## src/rtl/tetris_pkg.sv

```systemverilog
// tetris_pkg: shared types and constants for the falling-piece control path.
//   move_op_t    : move request / commit encoding shared with the checker and datapath
//   ctrl_state_t : piece_move_ctrl sequencer state, plus its state constants
//   KC_*         : default USB keycodes for the piece controls
package tetris_pkg;

  typedef enum logic [2:0] {
    OP_NONE  = 3'd0,
    OP_LEFT  = 3'd1,
    OP_RIGHT = 3'd2,
    OP_DOWN  = 3'd3,
    OP_ROT_L = 3'd4,
    OP_ROT_R = 3'd5,
    OP_SPAWN = 3'd6
  } move_op_t;

  // Plain vector states keep the encoding visible to older tooling.
  typedef logic [2:0] ctrl_state_t;
  localparam ctrl_state_t ST_SPAWN     = 3'd0;
  localparam ctrl_state_t ST_PLAY      = 3'd1;
  localparam ctrl_state_t ST_CHK_REQ   = 3'd2;
  localparam ctrl_state_t ST_CHK_WAIT  = 3'd3;
  localparam ctrl_state_t ST_LOCK      = 3'd4;
  localparam ctrl_state_t ST_LOCK_WAIT = 3'd5;
  localparam ctrl_state_t ST_OVER      = 3'd6;

  localparam logic [7:0] KC_LEFT  = 8'h50;
  localparam logic [7:0] KC_RIGHT = 8'h4F;
  localparam logic [7:0] KC_DOWN  = 8'h51;
  localparam logic [7:0] KC_ROT_L = 8'h1D;
  localparam logic [7:0] KC_ROT_R = 8'h1B;
  localparam logic [7:0] KC_DROP  = 8'h2C;

endpackage

```

## src/rtl/key_edge_detect.sv

```systemverilog
// key_edge_detect: samples the keycode once per frame and flags new presses of mapped keys.
//   Clk, Reset       : system clock, synchronous active-high reset
//   frame_tick       : one-cycle pulse per video frame; keycode is sampled only then
//   keycode          : current key, 0 = none
//   new_press        : combinational, high on a frame_tick that sees a new mapped key
//   press_op         : move op the key maps to (OP_DOWN for the hard-drop key)
//   press_drop       : the key is the hard-drop key
module key_edge_detect
  import tetris_pkg::*;
#(
  parameter logic [7:0] KEY_LEFT  = KC_LEFT,
  parameter logic [7:0] KEY_RIGHT = KC_RIGHT,
  parameter logic [7:0] KEY_DOWN  = KC_DOWN,
  parameter logic [7:0] KEY_ROT_L = KC_ROT_L,
  parameter logic [7:0] KEY_ROT_R = KC_ROT_R,
  parameter logic [7:0] KEY_DROP  = KC_DROP
) (
  input  logic       Clk,
  input  logic       Reset,
  input  logic       frame_tick,
  input  logic [7:0] keycode,
  output logic       new_press,
  output move_op_t   press_op,
  output logic       press_drop
);

  logic [7:0] key_prev_r;
  move_op_t   map_op_s;
  logic       mapped_s;
  logic       drop_s;

  // Translate the raw keycode into a move op; anything unlisted is unmapped.
  always_comb begin
    map_op_s = OP_NONE;
    mapped_s = 1'b0;
    drop_s   = 1'b0;
    case (keycode)
      KEY_LEFT:  begin map_op_s = OP_LEFT;  mapped_s = 1'b1; end
      KEY_RIGHT: begin map_op_s = OP_RIGHT; mapped_s = 1'b1; end
      KEY_DOWN:  begin map_op_s = OP_DOWN;  mapped_s = 1'b1; end
      KEY_ROT_L: begin map_op_s = OP_ROT_L; mapped_s = 1'b1; end
      KEY_ROT_R: begin map_op_s = OP_ROT_R; mapped_s = 1'b1; end
      KEY_DROP:  begin map_op_s = OP_DOWN;  mapped_s = 1'b1; drop_s = 1'b1; end
      default:   begin map_op_s = OP_NONE;  mapped_s = 1'b0; drop_s = 1'b0; end
    endcase
  end

  // Remember the key seen on the last frame so a held key fires only once.
  always_ff @(posedge Clk) begin
    if (Reset) begin
      key_prev_r <= 8'h00;
    end else if (frame_tick) begin
      key_prev_r <= keycode;
    end
  end

  assign new_press  = frame_tick && (keycode != key_prev_r) && (keycode != 8'h00) && mapped_s;
  assign press_op   = map_op_s;
  assign press_drop = drop_s;

endmodule

```

## src/rtl/piece_move_ctrl.sv

```systemverilog
// piece_move_ctrl: sequences key and gravity moves of the falling piece through the
// collision checker, commits accepted moves, and runs lock -> spawn -> game over.
//   Clk, Reset           : system clock, synchronous active-high reset
//   frame_tick, keycode  : frame pulse and current keyboard keycode
//   chk_valid/op/ready   : move-check request handshake to the collision checker
//   res_valid, res_ok    : check result strobe and no-collision flag
//   commit, commit_op    : one-cycle pulse telling the datapath to apply an op
//   lock, lock_done      : lock/line-clear request pulse and its completion
//   game_over            : sticky until Reset
module piece_move_ctrl
  import tetris_pkg::*;
#(
  parameter int         GRAVITY_FRAMES = 24,
  parameter logic [7:0] KEY_LEFT  = KC_LEFT,
  parameter logic [7:0] KEY_RIGHT = KC_RIGHT,
  parameter logic [7:0] KEY_DOWN  = KC_DOWN,
  parameter logic [7:0] KEY_ROT_L = KC_ROT_L,
  parameter logic [7:0] KEY_ROT_R = KC_ROT_R,
  parameter logic [7:0] KEY_DROP  = KC_DROP
) (
  input  logic       Clk,
  input  logic       Reset,
  input  logic       frame_tick,
  input  logic [7:0] keycode,
  output logic       chk_valid,
  output logic [2:0] chk_op,
  input  logic       chk_ready,
  input  logic       res_valid,
  input  logic       res_ok,
  output logic       commit,
  output logic [2:0] commit_op,
  output logic       lock,
  input  logic       lock_done,
  output logic       game_over
);

  localparam int GCW = (GRAVITY_FRAMES > 1) ? $clog2(GRAVITY_FRAMES) : 1;

  ctrl_state_t    state_r;
  move_op_t       op_r;
  logic           soft_drop_r;
  logic           drop_mode_r;
  logic [GCW-1:0] grav_cnt_r;
  logic           grav_pending_r;
  logic           key_pending_r;
  move_op_t       key_op_r;
  logic           key_drop_r;
  logic           chk_valid_r;
  move_op_t       chk_op_r;
  logic           commit_r;
  move_op_t       commit_op_r;
  logic           lock_r;
  logic           game_over_r;

  logic           new_press_s;
  move_op_t       press_op_s;
  logic           press_drop_s;
  logic           play_s;
  logic           grav_tc_s;
  logic           grav_clr_s;
  logic           sel_drop_s;
  logic           sel_key_s;
  logic           sel_grav_s;
  logic           work_s;
  move_op_t       sel_op_s;

  key_edge_detect #(
    .KEY_LEFT  (KEY_LEFT),
    .KEY_RIGHT (KEY_RIGHT),
    .KEY_DOWN  (KEY_DOWN),
    .KEY_ROT_L (KEY_ROT_L),
    .KEY_ROT_R (KEY_ROT_R),
    .KEY_DROP  (KEY_DROP)
  ) u_key_edge_detect (
    .Clk        (Clk),
    .Reset      (Reset),
    .frame_tick (frame_tick),
    .keycode    (keycode),
    .new_press  (new_press_s),
    .press_op   (press_op_s),
    .press_drop (press_drop_s)
  );

  assign play_s    = (state_r == ST_PLAY);
  assign grav_tc_s = frame_tick && (grav_cnt_r == GCW'(GRAVITY_FRAMES - 1));
  // A successful spawn or key-driven soft drop restarts the gravity period.
  assign grav_clr_s = (state_r == ST_CHK_WAIT) && res_valid && res_ok &&
                      ((op_r == OP_SPAWN) || ((op_r == OP_DOWN) && soft_drop_r));

  // Pick the next request source: hard drop, then key, then gravity.
  always_comb begin
    sel_drop_s = 1'b0;
    sel_key_s  = 1'b0;
    sel_grav_s = 1'b0;
    sel_op_s   = OP_NONE;
    if (drop_mode_r) begin
      sel_drop_s = 1'b1;
      sel_op_s   = OP_DOWN;
    end else if (key_pending_r) begin
      sel_key_s  = 1'b1;
      sel_op_s   = key_drop_r ? OP_DOWN : key_op_r;
    end else if (grav_pending_r) begin
      sel_grav_s = 1'b1;
      sel_op_s   = OP_DOWN;
    end else begin
      sel_op_s   = OP_NONE;
    end
  end

  assign work_s = sel_drop_s || sel_key_s || sel_grav_s;

  // Gravity counter runs in every state; a newly due drop wins over a same-cycle service clear.
  always_ff @(posedge Clk) begin
    if (Reset) begin
      grav_cnt_r     <= '0;
      grav_pending_r <= 1'b0;
    end else if (grav_clr_s) begin
      grav_cnt_r     <= '0;
      grav_pending_r <= 1'b0;
    end else begin
      if (frame_tick) begin
        grav_cnt_r <= grav_tc_s ? '0 : grav_cnt_r + GCW'(1);
      end
      if (grav_tc_s) begin
        grav_pending_r <= 1'b1;
      end else if (play_s && sel_grav_s) begin
        grav_pending_r <= 1'b0;
      end
    end
  end

  // One-deep key slot; a newer press overwrites an unserved one, presses outside PLAY are dropped.
  always_ff @(posedge Clk) begin
    if (Reset) begin
      key_pending_r <= 1'b0;
      key_op_r      <= OP_NONE;
      key_drop_r    <= 1'b0;
    end else if (play_s && new_press_s && !drop_mode_r) begin
      key_pending_r <= 1'b1;
      key_op_r      <= press_op_s;
      key_drop_r    <= press_drop_s;
    end else if (play_s && sel_key_s) begin
      key_pending_r <= 1'b0;
    end
  end

  // Main sequencer with registered handshake, commit, lock and game-over outputs.
  always_ff @(posedge Clk) begin
    if (Reset) begin
      state_r     <= ST_SPAWN;
      op_r        <= OP_NONE;
      soft_drop_r <= 1'b0;
      drop_mode_r <= 1'b0;
      chk_valid_r <= 1'b0;
      chk_op_r    <= OP_NONE;
      commit_r    <= 1'b0;
      commit_op_r <= OP_NONE;
      lock_r      <= 1'b0;
      game_over_r <= 1'b0;
    end else begin
      commit_r <= 1'b0;
      lock_r   <= 1'b0;
      case (state_r)
        ST_SPAWN: begin
          op_r        <= OP_SPAWN;
          soft_drop_r <= 1'b0;
          chk_valid_r <= 1'b1;
          chk_op_r    <= OP_SPAWN;
          state_r     <= ST_CHK_REQ;
        end
        ST_PLAY: begin
          if (work_s) begin
            op_r        <= sel_op_s;
            soft_drop_r <= sel_key_s && !key_drop_r && (key_op_r == OP_DOWN);
            chk_valid_r <= 1'b1;
            chk_op_r    <= sel_op_s;
            state_r     <= ST_CHK_REQ;
            if (sel_key_s && key_drop_r) begin
              drop_mode_r <= 1'b1;
            end
          end
        end
        ST_CHK_REQ: begin
          if (chk_ready) begin
            chk_valid_r <= 1'b0;
            state_r     <= ST_CHK_WAIT;
          end
        end
        ST_CHK_WAIT: begin
          if (res_valid) begin
            if (res_ok) begin
              commit_r    <= 1'b1;
              commit_op_r <= op_r;
              state_r     <= ST_PLAY;
            end else if (op_r == OP_DOWN) begin
              drop_mode_r <= 1'b0;
              lock_r      <= 1'b1;
              state_r     <= ST_LOCK;
            end else if (op_r == OP_SPAWN) begin
              game_over_r <= 1'b1;
              state_r     <= ST_OVER;
            end else begin
              state_r     <= ST_PLAY;
            end
          end
        end
        ST_LOCK: begin
          state_r <= ST_LOCK_WAIT;
        end
        ST_LOCK_WAIT: begin
          if (lock_done) begin
            state_r <= ST_SPAWN;
          end
        end
        ST_OVER: begin
          state_r <= ST_OVER;
        end
        default: begin
          chk_valid_r <= 1'b0;
          state_r     <= ST_SPAWN;
        end
      endcase
    end
  end

  assign chk_valid = chk_valid_r;
  assign chk_op    = chk_op_r;
  assign commit    = commit_r;
  assign commit_op = commit_op_r;
  assign lock      = lock_r;
  assign game_over = game_over_r;

endmodule

```

## config.mk

```make
export PLATFORM = sky130hd
export DESIGN_NAME = piece_move_ctrl
export DESIGN_NICKNAME = d
export VERILOG_FILES = /design/src/rtl/tetris_pkg.sv /design/src/rtl/key_edge_detect.sv /design/src/rtl/piece_move_ctrl.sv
export SDC_FILE = /design/constraint.sdc
export NUM_CORES = 1
export LEC_CHECK = 0
export CORE_ASPECT_RATIO = 1.1
export CORE_MARGIN = 8
export CORE_UTILIZATION = 53
export CTS_CLUSTER_SIZE = 24
export DETAILED_ROUTE_END_ITERATION = 10
export PLACE_DENSITY = 0.83
export SKIP_LAST_GASP = 1
export SYNTH_ARGS = -nofsm -noshare
export SYNTH_HDL_FRONTEND = slang
export SYNTH_SLANG_ARGS = --single-unit
export TNS_END_PERCENT = 5
```

## constraint.sdc

```tcl
create_clock -name Clk -period 2.5 [get_ports Clk]
set_input_delay 0.625 -clock Clk [delete_from_list [all_inputs] [get_ports Clk]]
set_output_delay 0.625 -clock Clk [all_outputs]
set_load 0.005 [all_outputs]
```

Word level (Yosys, flattened, before mapping)

Index checks and enable logic that the tools add are counted.

Input bits: 15
Word-level logic and storage cells: 124
Register bits: 34

Add/subtract/negate cells: 1
Bitwise logic cells: 5
Reductions and logical operators: 38
Eq/ne operators: 24
Multiplexer cells: 41

Operators by type and width:

| kind                                                  | number |
|---|---|
| two-way mux 3 bit                                     | 11 |
| equality test 8 x 7 -> 1 bit, second input constant   | 3 |
| two-way mux 1 bit                                     | 22 |
| one-hot mux 3 bit (7 select lines)                    | 1 |
| equality test 8 x 5 -> 1 bit, second input constant   | 2 |
| logical AND 1 bit                                     | 15 |
| one-hot mux 3 bit (5 select lines)                    | 1 |
| equality test 3 x 2 -> 1 bit, second input constant   | 4 |
| equality test 3 bit, second input constant            | 4 |
| equality test 8 x 6 -> 1 bit, second input constant   | 1 |
| inequality test 2 bit, second input constant          | 4 |
| inequality test 8 bit                                 | 1 |
| nonzero test 2 bit                                    | 4 |
| nonzero test 8 bit                                    | 1 |
| OR reduction 4 bit                                    | 2 |
| inequality test 2 x 1 -> 1 bit, second input constant | 3 |
| one-hot mux 3 bit (2 select lines)                    | 1 |
| AND reduction 3 bit                                   | 2 |
| AND reduction 6 bit                                   | 1 |
| OR reduction 6 bit                                    | 1 |
| adder 5 x 1 -> 5 bit, second input constant           | 1 |
| equality test 5 bit, second input constant            | 1 |
| two-way mux 5 bit                                     | 1 |
| inverter 1 bit                                        | 5 |
| 12 further kinds                                      | 17 |

Longest topological paths before layout

Depth after elaboration: 7
Mapped depth: 7
Gate-level depth less buffers: 6

Cells and area by module

A second synthesis with hierarchy kept.

Cells, all modules: 208
Area total of the unflattened synthesis: 1821.7 um2

By module, submodules not included:

| module          | instances | cells each | area each (um2) |
|---|---|---|---|
| piece_move_ctrl | 1         | 147        | 1262.5 |
| key_edge_detect | 1         | 61         | 559.3 |

Least setup slack after synthesis

No wires, ideal clock.

Path kind: input to register
Start: in keycode[4]
End: reg key_op_r[0]
Data required time: 2379 ps
Slack: 190 ps
Library setup time: 121 ps
Arrival: 2189 ps
Stages: 4
Path through: or4_4 > or4b_4 > a31oi_4 > mux2_4

Cells in the longest elaborated chain, start to end: 6
Elaborated cells between the ends (all ways): 17
Those cells by class: eq/ne: 7; mux: 2; reduce/logical: 8

Ends and longest elaborated chain:

| item                                                                            | line                                         | RTL |
|---|---|---|
| start: declaration                                                              | piece_move_ctrl.sv:24                        | `input logic [7:0] keycode,` |
| equality test 8 x 7 -> 1 bit, or another cell as far along                      | key_edge_detect.sv:37                        | `case (keycode)` |
| OR reduction 6 bit (no source line) / logical AND 1 bit (equally long branches) | -                                            |  |
| two-way mux 1 bit / logical AND 1 bit (equally long branches)                   | key_edge_detect.sv:37, key_edge_detect.sv:57 |  |
| logical AND 1 bit                                                               | key_edge_detect.sv:57                        | `assign new_press = frame_tick && (keycode != key_prev_r) && (keycode != 8'h00) && mapped_s;` |
| logical AND 1 bit (2 in series)                                                 | piece_move_ctrl.sv:138                       | `end else if (play_s && new_press_s && !drop_mode_r) begin` |
| end signal: assignment                                                          | piece_move_ctrl.sv:140                       | `key_op_r <= press_op_s;` |
| end: declaration                                                                | piece_move_ctrl.sv:46                        | `move_op_t key_op_r;` |

Parallel ways exist; a longest one is shown, timed or not.
A chain may end at the register's enable or synchronous reset.

Worst setup path in the final report

Ends and elaborated chain as after synthesis.

==> metrics.md <==
| Metric | Value |
|---|---|
| Routed len/inst | `around 13 um` |
| Max-Cap Viols | `0` |
| Number of global-route vias before repair | `1430` |
| Netlist Area Pre-Place | `1700 um2` |
| Setup crit end | `key_op_r[0]` |
| Asr flop ratio synth | `0%` |
| Final net count | `approximately 260` |
| Initial antenna violation count | `0` |
| # setup viols final | `0` |
| Area fraction of the dominant cell type after synthesis | `40.03%` |
| Flop-to-flop setup slack | `~470 ps` |
| First-pass GRT wire length | `6113 um` |
| IO buf count | `24` |
| Mapped Nets | `218` |
| Antenna cells | `0` |
| Slew headroom | `58.28%` |
| Crit Path Class | `in -> reg` |
| Crit path buffers/inverters | `1` |
| CP cell instances | `clkdlybuf4s50_1 > or4_4 > or4b_4 > a31oi_4 > mux2_4` |
| Via-per-instance ratio | `~5.6` |
| Largest net degree at the start of global routing | `19` |
| Clk Latency, worst-skew pair | `between 300 and 400 ps` |
| Slew @ Worst Pin | `between 600 and 700 ps` |
| CTS tree | `yes` |
| Fin crit share | `a little over nine tenths` |
| Gr usage total | `between 10% and 20%` |
| Worst Path Arrival | `about 2600 ps` |
| Setup ws final | `86.47 ps` |
| Clk root buf | `clkbuf_4` |
| Worst r2r src | `state_r[1]` |
| Die ar. | `around 5300 um2` |
| Yosys warns | `0` |
| Max Fclk | `about 410 MHz` |
| Max VDD drop | `0.4899 mV` |
| Grt total ovfl | `0` |
| DR pass1 iterations | `4` |
| CTS Sinks | `34` |
| HPWL after DPL | `between 2000 and 3000 um` |
| CP delay by family, top | `simple AND/OR/NAND/NOR gates` |
| Drt total wl | `around 3600 um` |
| Initial DRC Count | `between 100 and 150` |
| Setup Buffers After CTS | `0` |
| Startpoint Class | `input port` |
| Layout cells sized above 1 | `12.50%` |
| Die height | `75.41 um` |
| Highest net fanout along the worst path | `2` |
| Via Count | `roughly 1500` |
| Avg Cell Area, Syn | `between 8 and 9 um2` |
| Final Max Tran Viols | `0` |
| Filler cells | `~260` |
| Layout area overhead | `24.58%` |
| PwrDens | `480.6 nW/um2` |
| H-tree lvl count | `2` |
| Max incr delay on CP | `approximately 550 ps` |
| Total negative slack | `0 ps` |
| DR DRC count | `0` |
| Initial Util | `a little under three fifths` |
| Min-Delay Path Class | `reg -> reg` |
| Hold violation total from the final report | `0` |
| Clock Skew | `6.465 ps` |
| CTS buffer count | `5` |
| Antenna viol nets, final | `0` |
| Outcome | `finished clean` |
| Yosys cell types | `40` |
| WP data required | `roughly 2700 ps` |
| Clock slew at reported path FFs | `90 ps` |
| Gp weighted congestion | `around 0.80` |
| Cell taking the most area after synthesis | `dfxtp_1` |
| Capturing element type of the critical path | `flop` |
| #FFs+latches synth | `34` |
| Post-Syn Instances | `a little over 200` |
| Top cells by count, synth | `dfxtp_1, nor2_1, a21oi_1, nand2_1, mux2i_1` |
| End of the worst register-to-register path | `key_op_r[0]` |
| Crit path max-delay cell type | `or4b_4` |
| Crit path from | `keycode[4]` |
| DP Worst Slack | `-270.9 ps` |
| Tmin final | `approximately 2400 ps` |
| Number of flops mapped to enable cells by yosys | `0` |
| Critical Path Stages | `5` |
| RSZ-0062 raised after global routing | `false` |
| Top-count cell post-synth | `dfxtp_1` |
| IO Pins | `25` |
| Reg2reg path depth | `5` |
| CTS resizes | `0` |
| Die span in x | `70.01 um` |
| Leakage power | `around 0.8 nW` |
| Sequential share of the synthesized area | `roughly 40%` |
| Row Count | `21` |
| Core ar. | `3048 um2` |
| Prevailing post-synth register cell | `dfxtp_1` |
| Post-CTS Hold Buffers | `0` |
| Area contributors post-synth | `dfxtp_1, nor2_1, mux2i_1, a21oi_1, xnor2_1` |
| Bufs on Longest Clock Path | `2` |
-- state kept, by name, indices dropped and copies added (netlist names) --
name                          flops
grav_cnt_r                        5
grav_pending_r                    1
key_drop_r                        1
drop_mode_r                       1
commit                            1
commit_op                         3
state_r                           3
key_op_r                          3
u_key_edge_detect.key_prev_r      8
chk_op                            3
game_over                         1
lock                              1
chk_valid                         1
key_pending_r                     1
soft_drop_r                       1
-- cells in the final DEF (no fill, tap or decap), types with 5 or more instances in the layout --
master / n
a21oi_1: 16
buf_4: 17
clkbuf_4: 5
clkdlybuf4s50_1: 24
dfxtp_1: 34
mux2i_1: 10
nand2_1: 16
nand4_1: 5
nor2_1: 30
nor2b_1: 8
o21ai_0: 9
xnor2_1: 8
-- stage by stage --
| step | cells | power, mW | instance area, um2 | util (%) | hold slack [ps] |
|---|---|---|---|---|---|
| after global placement | 267 | 0.7501 | 2073 | 68.02 | 442.5 |
| after floorplan | 202 | 0.6779 | 1700 | - | 450.0 |
| after detailed placement | 267 | 0.7543 | 2073 | 68.02 | 445.4 |
| after CTS | 274 | 1.025 | 2118 | 69.50 | 458.5 |
| after global routing | 274 | 1.069 | 2118 | 69.50 | 496.1 |
| final | 274 | 1.018 | 2118 | 69.50 | 459.7 |
-- routing by layer --
metal  vias up  track usage, %  share of wire, %
met5         -               0                 0
met4         0           7.589               1.9
li1        796               -                 -
met1       691           13.78                43
met3         8           5.339               5.9
met2        32           25.89                49
-- power breakdown --
group | internal [mW] | leakage [nW] | total, mW | switching, mW
clock | 0.106 | 0.0254 | 0.276 | 0.170
sequential | 0.561 | 0.277 | 0.580 | 0.0188
combinational | 0.0868 | 0.513 | 0.162 | 0.0757
-- logic make-up after synthesis --
logic type | count (synthesis) | share of synthesized area (%)
AND/OR/NAND/NOR | 85 | 25.61
AO/OA/AOI/OAI | 46 | 18.10
flip-flops | 34 | 40.03
buffers and inverters | 14 | 3.090
XOR/XNOR | 11 | 5.666
multiplexers | 11 | 6.770
adder cells (fa/ha/maj) | 1 | 0.7357
-- layout make-up --
class / instances / area, um2 / area share [%]
repair buffers: 41 / 367.9 / 17.37
multi-input cells: 154 / 967.2 / 45.66
inverters: 4 / 15.01 / 0.7088
flip-flops and latches: 34 / 680.7 / 32.13
clock buffers: 7 / 45.04 / 2.126
well taps: 34 / 42.54 / 2.008
-- worst min-delay path, cell delays in order (launching register included) --
cell     delay (ps)
dfxtp_1         320
nand2_1          50
a21oi_1          50
-- worst min-delay path by stage --
stage,to,start,depth (start not counted)
floorplan,chk_op[2],key_op_r[2],2
global placement,commit_op[2],commit_op[2],2
detailed placement,commit_op[0],commit_op[0],2
CTS,commit_op[0],commit_op[0],2
global route,commit_op[1],commit_op[1],2
finish,commit_op[0],commit_op[0],2
No activity file was read; power rests on OpenSTA's default activity.
